<file path="config.mk">
export PLATFORM = sky130hd
export DESIGN_NAME = led_sequencer_ctrl_flat
export DESIGN_NICKNAME = d
export VERILOG_FILES = /design/src/rtl/led_sequencer_ctrl_if.sv /design/src/rtl/led_sequencer_ctrl.sv /design/src/flat_wrapper.sv
export SDC_FILE = /design/constraint.sdc
export NUM_CORES = 1
export LEC_CHECK = 0
export BUFFER_PORTS_ARGS = -buffer_cell sky130_fd_sc_hd__clkbuf_2
export CORE_ASPECT_RATIO = 0.9
export CORE_MARGIN = 4
export CORE_UTILIZATION = 54
export CTS_BUF_LIST = sky130_fd_sc_hd__clkbuf_4
export DETAILED_ROUTE_END_ITERATION = 7
export PLACE_DENSITY = 0.72
export SYNTH_ARGS = -nofsm -noshare
export SYNTH_HDL_FRONTEND = slang
export SYNTH_SLANG_ARGS = --single-unit
</file>
<file path="constraint.sdc">
create_clock -name clk -period 3.3 [get_ports clk]
set_input_delay 0.495 -clock clk [delete_from_list [all_inputs] [get_ports clk]]
set_output_delay 0.495 -clock clk [all_outputs]
set_load 0.01 [all_outputs]
</file>
<file path="src/rtl/led_sequencer_ctrl_if.sv">
// Bundles the control and display signals of the LED sequencer.
//   run   : level, 1 = sequencer enabled, 0 = return to idle
//   hold  : level, 1 while running = freeze pattern and prescaler
//   mode  : 2-bit pattern select, latched when leaving idle
//   LED1..LED8 : pattern bits 0..7
//   tick  : one-cycle pulse after each pattern step
//   busy  : high while running or paused
// master drives the controls; slave is the sequencer itself.
interface led_sequencer_ctrl_if;
  logic       run;
  logic       hold;
  logic [1:0] mode;
  logic       LED1, LED2, LED3, LED4, LED5, LED6, LED7, LED8;
  logic       tick;
  logic       busy;

  modport master (
    output run, hold, mode,
    input  LED1, LED2, LED3, LED4, LED5, LED6, LED7, LED8, tick, busy
  );

  modport slave (
    input  run, hold, mode,
    output LED1, LED2, LED3, LED4, LED5, LED6, LED7, LED8, tick, busy
  );
endinterface

</file>
<file path="src/rtl/led_sequencer_ctrl.sv">
// Timed LED pattern sequencer. A 32-bit prescaler produces a step every DIV
// cycles of RUN time; each step advances an 8-bit pattern in one of four
// modes (chase, bounce, binary count, blink).
// Ports:
//   clk   : system clock, rising edge
//   rst_n : asynchronous active-low reset
//   bus   : slave side of led_sequencer_ctrl_if (run/hold/mode in,
//           LED1..LED8/tick/busy out, all outputs registered)
module led_sequencer_ctrl #(
  parameter int unsigned DIV = 32'd25000000
) (
  input logic                  clk,
  input logic                  rst_n,
  led_sequencer_ctrl_if.slave  bus
);

  typedef enum logic [1:0] {
    ST_IDLE  = 2'd0,
    ST_RUN   = 2'd1,
    ST_PAUSE = 2'd2
  } state_e;

  localparam logic [31:0] DIV_M1 = 32'(DIV - 32'd1);

  state_e      state_q, state_d;
  logic [31:0] cnt_q, cnt_d;
  logic [7:0]  pat_q, pat_d;
  logic        dir_q, dir_d;
  logic [1:0]  mode_q, mode_d;
  logic [7:0]  led_q, led_d;
  logic        tick_q, tick_d;
  logic        busy_q, busy_d;

  logic [7:0]  nxt_s;
  logic        turn_s;
  logic [7:0]  seed_s;

  // Starting pattern for a mode: chase and bounce begin with one lit LED.
  function automatic logic [7:0] seed_of(input logic [1:0] m);
    logic [7:0] s;
    case (m)
      2'd0:    s = 8'h01;
      2'd1:    s = 8'h01;
      default: s = 8'h00;
    endcase
    return s;
  endfunction

  // Next pattern for the latched mode; bounce turns around at either end.
  always_comb begin
    nxt_s  = pat_q;
    turn_s = 1'b0;
    case (mode_q)
      2'd0: nxt_s = {pat_q[6:0], pat_q[7]};
      2'd1: begin
        if (dir_q) begin
          nxt_s = {1'b0, pat_q[7:1]};
        end else begin
          nxt_s = {pat_q[6:0], 1'b0};
        end
        turn_s = (nxt_s == 8'h80) || (nxt_s == 8'h01);
      end
      2'd2: nxt_s = pat_q + 8'd1;
      2'd3: nxt_s = ~pat_q;
      default: nxt_s = pat_q;
    endcase
  end

  assign seed_s = seed_of(bus.mode);

  // Next-state and datapath: run has priority over hold. An edge that
  // leaves PAUSE already counts as RUN time, so a hold of N cycles
  // stretches its interval by exactly N.
  always_comb begin
    state_d = state_q;
    cnt_d   = cnt_q;
    pat_d   = pat_q;
    dir_d   = dir_q;
    mode_d  = mode_q;
    led_d   = led_q;
    tick_d  = 1'b0;
    busy_d  = busy_q;
    case (state_q)
      ST_IDLE: begin
        if (bus.run) begin
          state_d = bus.hold ? ST_PAUSE : ST_RUN;
          mode_d  = bus.mode;
          pat_d   = seed_s;
          led_d   = seed_s;
          cnt_d   = 32'd0;
          dir_d   = 1'b0;
          busy_d  = 1'b1;
        end else begin
          state_d = ST_IDLE;
          cnt_d   = 32'd0;
          pat_d   = 8'h00;
          dir_d   = 1'b0;
          led_d   = 8'h00;
          busy_d  = 1'b0;
        end
      end
      ST_RUN, ST_PAUSE: begin
        if (!bus.run) begin
          state_d = ST_IDLE;
          cnt_d   = 32'd0;
          pat_d   = 8'h00;
          dir_d   = 1'b0;
          led_d   = 8'h00;
          busy_d  = 1'b0;
        end else if (bus.hold) begin
          state_d = ST_PAUSE;
          led_d   = pat_q;
          busy_d  = 1'b1;
        end else begin
          state_d = ST_RUN;
          busy_d  = 1'b1;
          if (cnt_q == DIV_M1) begin
            cnt_d  = 32'd0;
            pat_d  = nxt_s;
            led_d  = nxt_s;
            tick_d = 1'b1;
            if (turn_s) begin
              dir_d = ~dir_q;
            end else begin
              dir_d = dir_q;
            end
          end else begin
            cnt_d = cnt_q + 32'd1;
            led_d = pat_q;
          end
        end
      end
      default: begin
        state_d = ST_IDLE;
        cnt_d   = 32'd0;
        pat_d   = 8'h00;
        dir_d   = 1'b0;
        led_d   = 8'h00;
        busy_d  = 1'b0;
      end
    endcase
  end

  // State, pattern and output registers.
  always_ff @(posedge clk or negedge rst_n) begin
    if (!rst_n) begin
      state_q <= ST_IDLE;
      cnt_q   <= 32'd0;
      pat_q   <= 8'h00;
      dir_q   <= 1'b0;
      mode_q  <= 2'd0;
      led_q   <= 8'h00;
      tick_q  <= 1'b0;
      busy_q  <= 1'b0;
    end else begin
      state_q <= state_d;
      cnt_q   <= cnt_d;
      pat_q   <= pat_d;
      dir_q   <= dir_d;
      mode_q  <= mode_d;
      led_q   <= led_d;
      tick_q  <= tick_d;
      busy_q  <= busy_d;
    end
  end

  assign bus.LED1 = led_q[0];
  assign bus.LED2 = led_q[1];
  assign bus.LED3 = led_q[2];
  assign bus.LED4 = led_q[3];
  assign bus.LED5 = led_q[4];
  assign bus.LED6 = led_q[5];
  assign bus.LED7 = led_q[6];
  assign bus.LED8 = led_q[7];
  assign bus.tick = tick_q;
  assign bus.busy = busy_q;

endmodule

</file>
<file path="src/flat_wrapper.sv">
// flat-port wrapper written by rule: the top's interface ports become plain ports
module led_sequencer_ctrl_flat 
#(
  parameter int unsigned DIV = 32'd25000000
)
  (clk, rst_n, bus_run, bus_hold, bus_mode, bus_LED1, bus_LED2, bus_LED3, bus_LED4, bus_LED5, bus_LED6, bus_LED7, bus_LED8, bus_tick, bus_busy);
  led_sequencer_ctrl_if bus_i ();
  input logic clk;
  input logic rst_n;
  input wire logic [$bits(bus_i.run)-1:0] bus_run;
  input wire logic [$bits(bus_i.hold)-1:0] bus_hold;
  input wire logic [$bits(bus_i.mode)-1:0] bus_mode;
  output wire logic [$bits(bus_i.LED1)-1:0] bus_LED1;
  output wire logic [$bits(bus_i.LED2)-1:0] bus_LED2;
  output wire logic [$bits(bus_i.LED3)-1:0] bus_LED3;
  output wire logic [$bits(bus_i.LED4)-1:0] bus_LED4;
  output wire logic [$bits(bus_i.LED5)-1:0] bus_LED5;
  output wire logic [$bits(bus_i.LED6)-1:0] bus_LED6;
  output wire logic [$bits(bus_i.LED7)-1:0] bus_LED7;
  output wire logic [$bits(bus_i.LED8)-1:0] bus_LED8;
  output wire logic [$bits(bus_i.tick)-1:0] bus_tick;
  output wire logic [$bits(bus_i.busy)-1:0] bus_busy;
  assign bus_i.run = bus_run;
  assign bus_i.hold = bus_hold;
  assign bus_i.mode = bus_mode;
  assign bus_LED1 = bus_i.LED1;
  assign bus_LED2 = bus_i.LED2;
  assign bus_LED3 = bus_i.LED3;
  assign bus_LED4 = bus_i.LED4;
  assign bus_LED5 = bus_i.LED5;
  assign bus_LED6 = bus_i.LED6;
  assign bus_LED7 = bus_i.LED7;
  assign bus_LED8 = bus_i.LED8;
  assign bus_tick = bus_i.tick;
  assign bus_busy = bus_i.busy;
  led_sequencer_ctrl #(.DIV(DIV)) u_core (.clk(clk), .rst_n(rst_n), .bus(bus_i));
endmodule
</file>
======== Word-level counts from Yosys, hierarchy flattened ========
Index checks and enable logic that the tools add are counted.
word-level totals
  bits in registers ....................... 47
  input port bits ......................... 6
  word-level logic and storage cells ...... 61
  output and inout bits ................... 10
operators by class
  equal/unequal tests ..................... 12
  reduce and logical (&&, ||, !) cells .... 10
  add/subtract/negate cells ............... 2
  multiplexer cells ....................... 28
  bitwise operators ....................... 2
operator list
  kind                     number
  $mux W32                 4
  $mux W8                  5
  $add A32 B1 Y32 const B  1
  $eq A32 B25 Y1 const B   1
  $pmux W8 S4              1
  $pmux W8 S2              1
  $mux W1                  14
  $add A8 B1 Y8 const B    1
  $eq A8 B1 Y1 const B     1
  $eq A8 B8 Y1 const B     1
  $not A8 Y8               1
  $eq A2 B1 Y1 const B     3
  $eq A2 B2 Y1 const B     3
  $logic_not A2 Y1         3
  $mux W2                  3
  $ne A3 B2 Y1 const B     2
  $reduce_and A2 Y1        2
  $reduce_or A2 Y1         2
  $ne A3 B3 Y1 const B     1
  $reduce_and A3 Y1        1
  $reduce_or A3 Y1         1
  $logic_or A1 B1 Y1       1
  $not A1 Y1               1

======== Longest topological paths before layout ========
  depth after elaboration ................. 10
  gate-level depth with buffers ........... 9
  mapped depth without buffers ............ 7

======== Least setup slack after synthesis ========
OpenSTA, ideal clock, no wires.
  path kind ............................... register to register
  start point ............................. reg u_core.state_q[0]
  end point ............................... reg u_core.cnt_q[16]
  data arrival time ....................... 1807 ps
  clock period less this slack ............ 1929 ps
  data required time ...................... 3179 ps
  setup time .............................. 121 ps
  stages on the path, launching flop included .. 8
  setup slack ............................. 1371 ps
  path buffers ............................ 0
  cells stage by stage .................... dfrtp_1 -> inv_1 -> ha_1 -> and3_1 -> nor4_1 -> nand4_1 -> xor2_1 -> nor2_1
between the ends
  longest elaborated chain between the ends .. 3
  elaborated cells on any way between the ends .. 5
  classes of those cells .................. eq/ne (3); mux (1); reduce/logical (1)
ends and longest elaborated chain
  item                                                       line                       RTL
  from (decl)                                                led_sequencer_ctrl.sv:25   state_e state_q, state_d;
  from (signal assigned)                                     led_sequencer_ctrl.sv:156  state_q <= state_d;
  $eq A2 B1 Y1 or $eq A2 B2 Y1 (tied branches)               led_sequencer_ctrl.sv:83   case (state_q)
  $reduce_or A2 Y1 *                                         led_sequencer_ctrl.sv:83
  $ne A3 B3 Y1 (no source line) or $mux W32 (tied branches)  -
  to (signal assigned)                                       led_sequencer_ctrl.sv:157  cnt_q <= cnt_d;
  to (decl)                                                  led_sequencer_ctrl.sv:26   logic [31:0] cnt_q, cnt_d;
Every way passes the cells marked *; elsewhere a longest branch is shown, timed or not.
A chain may end at the register's enable or synchronous reset.

======== Worst setup path in the final report ========
  start point ............................. reg u_core.state_q[0]
  end point ............................... reg u_core.cnt_q[17]
Same word-level chain as after synthesis.

==> flow_metrics.env <==
export IMPL_rsz0062_at_grt="false"
export IMPL_via_per_inst=5.98
export IMPL_dieArea_um2=6440
export IMPL_fmax_mhz=431
export IMPL_die_h_um=76.5
export IMPL_syn_nets=327
export IMPL_post_route_period_util=0.702
export IMPL_required_ns=3.55
export IMPL_port_buffers=15
export IMPL_hold_buffers=0
export IMPL_routedWlPerCell_um=15.7
export IMPL_gp_congestion=0.851
export IMPL_dr_pass1_iters=4
export IMPL_yosys_warnings=0
export IMPL_nFillCells=442
export IMPL_p_leak_uw=0.00126
export IMPL_grt_pass1_vias=2254
export IMPL_cts_repair_resized=0
export IMPL_yosysSeqAreaShare=0.417
export IMPL_setup_worst_path_class="reg2reg"
export IMPL_hold_viol=0
export IMPL_worstSetupEndpointType="flip-flop"
export IMPL_design_core_area_um2=4950
export IMPL_r2r_setup_slack_ns=0.98
export IMPL_synth_area_um2=2820
export IMPL_slew_limit_headroom=0.528
export IMPL_ctsLongestPathBuffers=2
export IMPL_postSynthCellCount=316
export IMPL_power_density_nw_per_um2=332
export IMPL_drive_above_1_share=0.133
export IMPL_yosys_area_top_type_share=0.417
export IMPL_htreeDepth=2
export IMPL_drt_iter0_drc=242
export IMPL_path_clk_slew_ns=0.14
export IMPL_finClkSkew_ns=0.0145
export IMPL_synth_main_ff_cell="dfrtp_1"
export IMPL_synth_distinct_cells=50
export IMPL_path_max_fanout=13
export IMPL_ys_seq_elements=47
export IMPL_yosys_cell_count_top_type="dfrtp_1"
export IMPL_gr_total_overflow=0
export IMPL_ant_nets=0
export IMPL_setup_violations=0
export IMPL_synth_area_leaders="dfrtp_1 42%, xor2_1 5.6%, nor2_1 5.2%, nand3_1 5.2%, nand2_1 3.5%"
export IMPL_numCtsBuffers=5
export IMPL_drv_slew=0
export IMPL_synth_common_cells="47 x dfrtp_1, 39 x nor2_1, 29 x nand3_1"
export IMPL_ir_drop_mv=0.264
export IMPL_yosys_area_top_type="dfrtp_1"
export IMPL_die_w_um=84.1
export IMPL_crit_path_start="u_core.state_q[0]$_DFF_PN0_"
export IMPL_finalSetupTns_ns=0
export IMPL_avgSynthCellArea_um2=8.92
export IMPL_status="finished clean"
export IMPL_fin_cells=395
export IMPL_async_flop_share=1.00
export IMPL_post_cts_buffers=0
export IMPL_root_buffer="clkbuf_4"
export IMPL_maxCapViolCount=0
export IMPL_r2r_start="u_core.state_q[0]$_DFF_PN0_"
export IMPL_dp_cells=387
export IMPL_cts_tree="done"
export IMPL_period_needed_ns=2.32
export IMPL_clock_latency_ns=0.35
export IMPL_critPathArrivalTime_ns=2.56
export IMPL_synth_edf_count=0
export IMPL_drc_errors=0
export IMPL_grt_max_degree=27
export IMPL_hold_path_class="in2async"
export IMPL_wl_um=6220
export IMPL_dp_hpwl_um=4470
export IMPL_initial_core_util=0.569
export IMPL_fin_util=0.610
export IMPL_reg2reg_to="u_core.cnt_q[17]$_DFFE_PN0P_"
export IMPL_ios=16
export IMPL_worstSetupStartpointType="flip-flop"
export IMPL_final_nets=340
export IMPL_grt_use_total=0.206
export IMPL_grt_pass1_wl_um=11000
export IMPL_syn2layout_area_growth_pct=7.19
export IMPL_grt_antenna_before_repair=0
export IMPL_numClockSinks=47
export IMPL_r2r_cells=7
export IMPL_diodes=0
export IMPL_row_count=24
export IMPL_tightest_slew_ns=0.702
export IMPL_vias=2362
[metrics by stage]
| step | setup slack [ns] | power [uW] | cell area (um^2) | hold slack [ns] |
|---|---|---|---|---|
| floorplan | 1.37 | 699 | 2820 | 0.199 |
| global placement | 1.06 | 740 | 2960 | 0.496 |
| detailed placement | 1.03 | 743 | 2960 | 0.504 |
| CTS | 0.986 | 1010 | 3020 | 0.118 |
| global route | 0.774 | 1060 | 3020 | 0.112 |
| finish | 0.982 | 1000 | 3020 | 0.105 |
[registers in the layout, indices dropped and copies added (netlist names)]
register and count:
u_core.cnt_q 32, u_core.led_q 8, u_core.mode_q 2, u_core.state_q 2, u_core.bus.busy 1, u_core.bus.tick 1
u_core.dir_q 1
[layout by cell type, fill, tap and decap left out, drive strengths merged, types with 4 or more instances in the layout]
cell	netlist	final
clkbuf	12	21
nand4	9	9
xnor2	6	6
and2	4	4
xor2	18	18
or4	4	4
a21oi	13	13
nor2	39	39
nand3	30	30
nor4	10	10
mux2	6	6
nor2b	5	5
dfrtp	47	47
o21ai	8	8
inv	9	9
buf	4	7
nand4b	4	4
a31oi	6	6
ha	5	5
nor3	10	10
and3	6	6
o211ai	4	4
nand2	26	26
[area by class of cell]
type	count	area (um^2)	share of cell area
clock inverter	2	12.5	0.00414
clock buffer	6	45.0	0.0149
sequential	47	1180	0.389
tap	65	81.3	0.0269
multi-input combinational	244	1540	0.511
timing repair buffer	22	128	0.0423
inverter	9	33.8	0.0112
[logic make-up after synthesis]
| logic type | share of synthesized area |
|---|---|
| AOI/OAI and AO/OA | 0.114 |
| muxes | 0.0346 |
| xor gates and xnor gates | 0.0746 |
| and+or+nand+nor | 0.302 |
| adders and majority gates | 0.0222 |
| buffers and inverters | 0.0346 |
| DFF | 0.417 |
[critical path, stage by stage, from the launching register on]
cell and delay, ns:
dfrtp_1 0.40, inv_1 0.05, ha_1 0.32, and3_1 0.32, nor4_2 0.69, nand3_1 0.20, xor2_1 0.17, nor2_1 0.05
[where the power goes]
part	internal (uW)	total (uW)	leakage (uW)	switching, uW
clock	90.8	268	0.0000317	178
sequential	585	608	0.000647	22.5
combinational	48.4	125	0.000586	76.6
total	725	1000	0.00126	277
[worst max path at each step]
| stage | cells after the start | slack [ns] | to |
|---|---|---|---|
| after floorplan | 7 | 1.37 | u_core.cnt_q[16]$_DFFE_PN0P_ |
| after global placement | 7 | 1.06 | u_core.cnt_q[17]$_DFFE_PN0P_ |
| after detailed placement | 7 | 1.03 | u_core.cnt_q[17]$_DFFE_PN0P_ |
| after CTS | 7 | 0.99 | u_core.cnt_q[17]$_DFFE_PN0P_ |
| after global routing | 7 | 0.77 | u_core.cnt_q[17]$_DFFE_PN0P_ |
| final | 7 | 0.98 | u_core.cnt_q[17]$_DFFE_PN0P_ |
[metal layers]
layer	up-vias	part of all wire	global-route usage
met5	-	0	0
met4	0	0.0034	0.0305
met3	4	0.060	0.0400
met2	66	0.43	0.293
met1	1131	0.50	0.327
li1	1161	-	-
No activity file was read; power rests on OpenSTA's default activity.
